**src/rtl/periph_port_arbiter.sv**
```systemverilog
// Round-robin arbiter funnelling NB_MASTERS cores onto one peripheral port,
// one transaction in flight, with optional target-grant timeout.
module periph_port_arbiter #(
  parameter int NB_MASTERS     = 8,
  parameter int ADDR_WIDTH     = 32,
  parameter int DATA_WIDTH     = 32,
  parameter int TIMEOUT_CYCLES = 255
) (
  input  logic                                   clk_i,
  input  logic                                   rst_i,
  input  logic [NB_MASTERS-1:0]                  mst_req_i,
  input  logic [NB_MASTERS-1:0][ADDR_WIDTH-1:0]  mst_add_i,
  input  logic [NB_MASTERS-1:0]                  mst_wen_i,
  input  logic [NB_MASTERS-1:0][DATA_WIDTH-1:0]  mst_wdata_i,
  input  logic [NB_MASTERS-1:0][DATA_WIDTH/8-1:0] mst_be_i,
  output logic [NB_MASTERS-1:0]                  mst_gnt_o,
  output logic [NB_MASTERS-1:0]                  mst_r_valid_o,
  output logic [DATA_WIDTH-1:0]                  mst_r_rdata_o,
  output logic                                   mst_r_opc_o,
  output logic                                   per_req_o,
  output logic [ADDR_WIDTH-1:0]                  per_add_o,
  output logic                                   per_wen_o,
  output logic [DATA_WIDTH-1:0]                  per_wdata_o,
  output logic [DATA_WIDTH/8-1:0]                per_be_o,
  input  logic                                   per_gnt_i,
  input  logic                                   per_r_valid_i,
  input  logic [DATA_WIDTH-1:0]                  per_r_rdata_i,
  input  logic                                   per_r_opc_i,
  output logic                                   busy_o
);

  localparam int BE_W  = DATA_WIDTH / 8;
  localparam int IDX_W = $clog2(NB_MASTERS);
  localparam int CNT_W = (TIMEOUT_CYCLES > 0) ? $clog2(TIMEOUT_CYCLES + 1) : 1;
  localparam logic [CNT_W-1:0] TO_LAST  = CNT_W'((TIMEOUT_CYCLES > 0) ? TIMEOUT_CYCLES - 1 : 0);
  localparam logic [IDX_W-1:0] LAST_IDX = IDX_W'(NB_MASTERS - 1);
  localparam logic [IDX_W:0]   NB_EXT   = (IDX_W + 1)'(NB_MASTERS);

  typedef enum logic [1:0] {IDLE, REQ, RSP} state_t;

  state_t                  state_q, state_d;
  logic [IDX_W-1:0]        rr_q, owner_q, sel_idx, next_rr;
  logic                    sel_vld, timeout_hit;
  logic [ADDR_WIDTH-1:0]   add_q;
  logic                    wen_q;
  logic [DATA_WIDTH-1:0]   wdata_q, rdata_q;
  logic [BE_W-1:0]         be_q;
  logic [CNT_W-1:0]        cnt_q;
  logic [NB_MASTERS-1:0]   rvalid_q;
  logic                    opc_q;

  // First requester at or after rr_q, scanning circularly.
  always_comb begin
    logic [IDX_W:0] j;
    sel_vld = 1'b0;
    sel_idx = '0;
    j       = '0;
    for (int unsigned i = 0; i < NB_MASTERS; i++) begin
      j = {1'b0, rr_q} + (IDX_W + 1)'(i);
      if (j >= NB_EXT) j = j - NB_EXT;
      if (!sel_vld && mst_req_i[j[IDX_W-1:0]]) begin
        sel_vld = 1'b1;
        sel_idx = j[IDX_W-1:0];
      end
    end
  end

  assign next_rr     = (owner_q == LAST_IDX) ? '0 : owner_q + 1'b1;
  assign timeout_hit = (TIMEOUT_CYCLES > 0) && (state_q == REQ) && !per_gnt_i && (cnt_q == TO_LAST);

  always_comb begin
    state_d   = state_q;
    mst_gnt_o = '0;
    case (state_q)
      IDLE: begin
        if (sel_vld) begin
          state_d = REQ;
          if (!rst_i) mst_gnt_o[sel_idx] = 1'b1;
        end
      end
      REQ: begin
        if (per_gnt_i)        state_d = RSP;
        else if (timeout_hit) state_d = IDLE;
      end
      RSP: begin
        if (per_r_valid_i) state_d = IDLE;
      end
      default: state_d = IDLE;
    endcase
  end

  always_ff @(posedge clk_i) begin
    if (rst_i) begin
      state_q  <= IDLE;
      rr_q     <= '0;
      owner_q  <= '0;
      add_q    <= '0;
      wen_q    <= 1'b0;
      wdata_q  <= '0;
      be_q     <= '0;
      cnt_q    <= '0;
      rvalid_q <= '0;
      rdata_q  <= '0;
      opc_q    <= 1'b0;
    end else begin
      state_q  <= state_d;
      rvalid_q <= '0;
      case (state_q)
        IDLE: begin
          if (sel_vld) begin
            owner_q <= sel_idx;
            add_q   <= mst_add_i[sel_idx];
            wen_q   <= mst_wen_i[sel_idx];
            wdata_q <= mst_wdata_i[sel_idx];
            be_q    <= mst_be_i[sel_idx];
            cnt_q   <= '0;
          end
        end
        REQ: begin
          // Counter stops at TIMEOUT_CYCLES because the state leaves REQ there.
          if (!per_gnt_i && (TIMEOUT_CYCLES > 0)) cnt_q <= cnt_q + 1'b1;
          if (timeout_hit) begin
            rvalid_q[owner_q] <= 1'b1;
            rdata_q           <= '0;
            opc_q             <= 1'b1;
            rr_q              <= next_rr;
          end
        end
        RSP: begin
          if (per_r_valid_i) begin
            rvalid_q[owner_q] <= 1'b1;
            rdata_q           <= per_r_rdata_i;
            opc_q             <= per_r_opc_i;
            rr_q              <= next_rr;
          end
        end
        default: ;
      endcase
    end
  end

  assign mst_r_valid_o = rvalid_q;
  assign mst_r_rdata_o = rdata_q;
  assign mst_r_opc_o   = opc_q;
  assign per_req_o     = (state_q == REQ);
  assign per_add_o     = add_q;
  assign per_wen_o     = wen_q;
  assign per_wdata_o   = wdata_q;
  assign per_be_o      = be_q;
  assign busy_o        = (state_q != IDLE);

endmodule

```
**config.mk**
```make
export PLATFORM = sky130hd
export DESIGN_NAME = periph_port_arbiter
export DESIGN_NICKNAME = d
export VERILOG_FILES = /design/src/rtl/periph_port_arbiter.sv
export SDC_FILE = /design/constraint.sdc
export NUM_CORES = 1
export LEC_CHECK = 0
export CORE_AREA = 10 10 274 276
export DETAILED_ROUTE_END_ITERATION = 8
export DIE_AREA = 0 0 284 286
export SETUP_SLACK_MARGIN = 0.2
export SYNTH_ARGS = -nofsm -noshare
export SYNTH_HDL_FRONTEND = slang
export SYNTH_SLANG_ARGS = --single-unit
```
**constraint.sdc**
```tcl
create_clock -name clk_i -period 12.6 [get_ports clk_i]
set_clock_uncertainty 0.1 [all_clocks]
set_input_delay 3.15 -clock clk_i [delete_from_list [all_inputs] [get_ports clk_i]]
set_output_delay 3.15 -clock clk_i [all_outputs]
set_load 0.01 [all_outputs]
```
==> run summary <==
Status = finished clean
1st-iter DRT viols = 762
Pwr per Cell Area = 101 nW/µm²
Largest net degree at the start of global routing = 86
WHS = 0.375 ns
Initial antenna violation count = 20
Fraction of the mapped netlist area in simple logic gates = 11.5%
Worst flop-to-flop path endpoint = per_wdata_o[23]
Most used DFF post-synth = dfxtp_1
Worst r2r path cells = 14
Crit path launch = mst_req_i[1]
Fmax = 0.0956 GHz
Synth Net Count = 1857
Hold Crit Class = flip-flop to flip-flop
Area Growth Syn to Fin = 80.0%
Top cell type's share of synthesized area = 23.6%
Cell taking the most area after synthesis = dfxtp_1
CTS Sinks = 126
Ports = 717
Global Route Usage Sum = 16.7%
Die X = 284 µm
Pre-CTS setup slack = 2.15 ns
# DRC = 0
Layout cell share with drive strength beyond 1 = 7.13%
Least-Margin Pin Slew = 1.13 ns
Leakage = 6.84 nW
GP Congestion = 0.902
Clk root buf = clkbuf_16
Routed via count = 13069
# Post-CTS Setup Buffers = 0
Post-synth EDFFs = 0
Antenna-violating nets left = 0
R2R Path Start = rr_q[0]
Die area = 81200 µm²
Synth Area in Compound Gates = 29.2%
Skew-Pair Late Insertion Delay = 0.48 ns
Crit path max fanout = 64
Final WL = 70700 µm
# rows = 97
# fillers = 7319
Drt via density = 4.61
DR pass1 iterations = 5
Die H = 286 µm
CTS Buf Count = 17
H-tree Lvls = 4
Max clock buf depth = 2
First-pass GRT wire length = 100000 µm
#FFs+latches synth = 126
# port buffers = 716
Cell count after synthesis = 1251
Adder-cell share of the synthesized area = 1.05%
FFs w/ async S/R, synth = 0%
Register clock-pin slew on the reported worst setup and hold paths = 0.07 ns
Final Slew Violations = 0
Post-synthesis xor/xnor area fraction = 0.785%
Nets = 2487
CP arrival = 7.21 ns
Mux contribution to synthesized area = 26.2%
Avg WL per Cell = 25.0 µm
Top cells by area, synth = dfxtp_1 (24%), mux2i_1 (20%), a21o_1 (4.4%)
Remaining global-route overflow = 0
Reg-to-reg setup timing slack = 6.05 ns
Final Setup Violations = 0
Slew margin rel. = 24.9%
Yosys warning total = 0
Worst IR Drop VDD = 0.0555 mV
Avg Cell Area, Syn = 8.53 µm²
Critical path capture point = mst_gnt_o[3]
Sequential-to-total area share from yosys stat = 23.6%
Setup CP Type = primary input to output port
Mapped Area = 10700 µm²
Tcrit/Tclk final = 83.0%
Main combinational cell family by area after synthesis = compound AO/OA/AOI/OAI gates
TritonCTS clock tree = built
Initial core utilization = 15.4%
Hpwl dp = 57900 µm
Final worst setup slack = 2.14 ns
CP endpoint kind = output port
Register Area = 2520 µm²
Hold Fails Final Rpt = 0
Count of unique library cells instantiated by Yosys = 63
CP startpoint kind = primary input
Setup TNS Final = 0 ns
Multi-input gate area = 7420 µm²
# hold bufs at CTS = 0
Crit path time final = 10.46 ns
Required @ worst endpoint = 9.35 ns
RSZ-0062 raised after global routing = false
Placeable Area = 69500 µm²
Maxcap violations = 0
Post-CTS sizing = 0
Vias in the first global route = 13787
-- worst min-delay path by stage --
stage,startpoint,endpoint,slack (ns),depth (start not counted)
after floorplan,cnt_q[7],cnt_q[7],0.36,2
after global placement,mst_r_opc_o,mst_r_opc_o,0.36,2
after detailed placement,per_wdata_o[22],per_wdata_o[22],0.36,2
after CTS,mst_r_opc_o,mst_r_opc_o,0.38,2
after global routing,mst_r_opc_o,mst_r_opc_o,0.41,2
final,mst_r_opc_o,mst_r_opc_o,0.38,2
-- power breakdown --
part           internal (mW)  switching (mW)
clock                  0.266           0.259
sequential             0.455          0.0376
combinational          0.463           0.461
total                   1.18           0.757
-- metrics by stage --
| stage | util [%] | power, mW | instances | instance area, µm² |
|---|---|---|---|---|
| 3_5_place_dp | 26.8 | 1.43 | 2802 | 18600 |
| 3_3_place_gp | 26.8 | 1.42 | 2802 | 18600 |
| 4_1_cts | 27.6 | 1.98 | 2834 | 19200 |
| 6_report | 27.6 | 1.94 | 2835 | 19200 |
| 2_1_floorplan | - | 0.952 | 1251 | 10700 |
| 5_1_grt | 27.6 | 2.05 | 2834 | 19200 |
-- per-layer routing --
metal / up-vias / track usage, % / part of all wire (%)
met5: - / 0 / 0.21
met4: 24 / 3.81 / 1.8
met3: 95 / 6.19 / 9.5
met2: 725 / 29.2 / 50
met1: 6191 / 19.0 / 39
li1: 6034 / - / -
-- state kept, by name, summed over array words and instances, names as in the netlist --
name           count
per_wen_o          1
per_wdata_o       32
mst_r_rdata_o     32
mst_r_opc_o        1
cnt_q              8
per_add_o         32
rr_q               3
mst_r_valid_o      8
per_be_o           4
state_q            2
owner_q            3
-- critical path, stage by stage --
cell and delay (ns):
clkdlybuf4s50_1 0.53, mux4_2 0.64, mux2_2 0.37, nor2_1 0.17, nand4_1 0.22, nor2_4 0.17, buf_4 0.37, o21a_4 0.24
buf_4 0.66, nor3_1 0.14, clkdlybuf4s50_1 0.54
-- kinds of logic (layout without fill, tap and decap cells) --
family / count (synthesis) / after routing
mux: 264 / 264
buf+inv: 170 / 813
other cells: 0 / 1
simple gates: 260 / 260
flops: 126 / 126
xor+xnor: 7 / 7
fa+ha+maj: 9 / 9
compound gates: 415 / 415
-- cells in the mapped netlist (30+ instances only) --
cell type,n
a21o_1,62
a221oi_1,36
a22oi_1,32
clkbuf_1,69
dfxtp_1,126
inv_1,43
mux2_2,41
mux2i_1,213
nand2_1,52
nand3_1,65
nand4_1,35
nor2_1,73
o2111ai_1,30
o211ai_1,62
o21a_1,41
o21ai_0,67
o21bai_1,39
-- cell type report --
type / count / area share, %
repair buffers: 738 / 38.2
multi-input cells: 955 / 38.6
clock inverters: 15 / 0.879
diodes: 1 / 0.0130
flip-flops and latches: 126 / 13.1
clock buffers: 17 / 2.21
well taps: 940 / 6.12
inverters: 43 / 0.840
-- cell usage in the layout (no fill, tap or decap), types with 35 or more instances in the layout --
cell,netlist,routed
inv_1,43,43
a21o_1,62,62
nand4_1,35,35
mux2i_1,213,213
nand2_1,52,51
mux2_2,41,41
o21ai_0,67,67
nor2_1,73,71
o21a_1,41,41
clkdlybuf4s50_1,0,715
dfxtp_1,126,126
a221oi_1,36,36
o21bai_1,39,39
nand3_1,65,63
o211ai_1,62,62
Note: power is estimated with default switching activity, not from simulation.
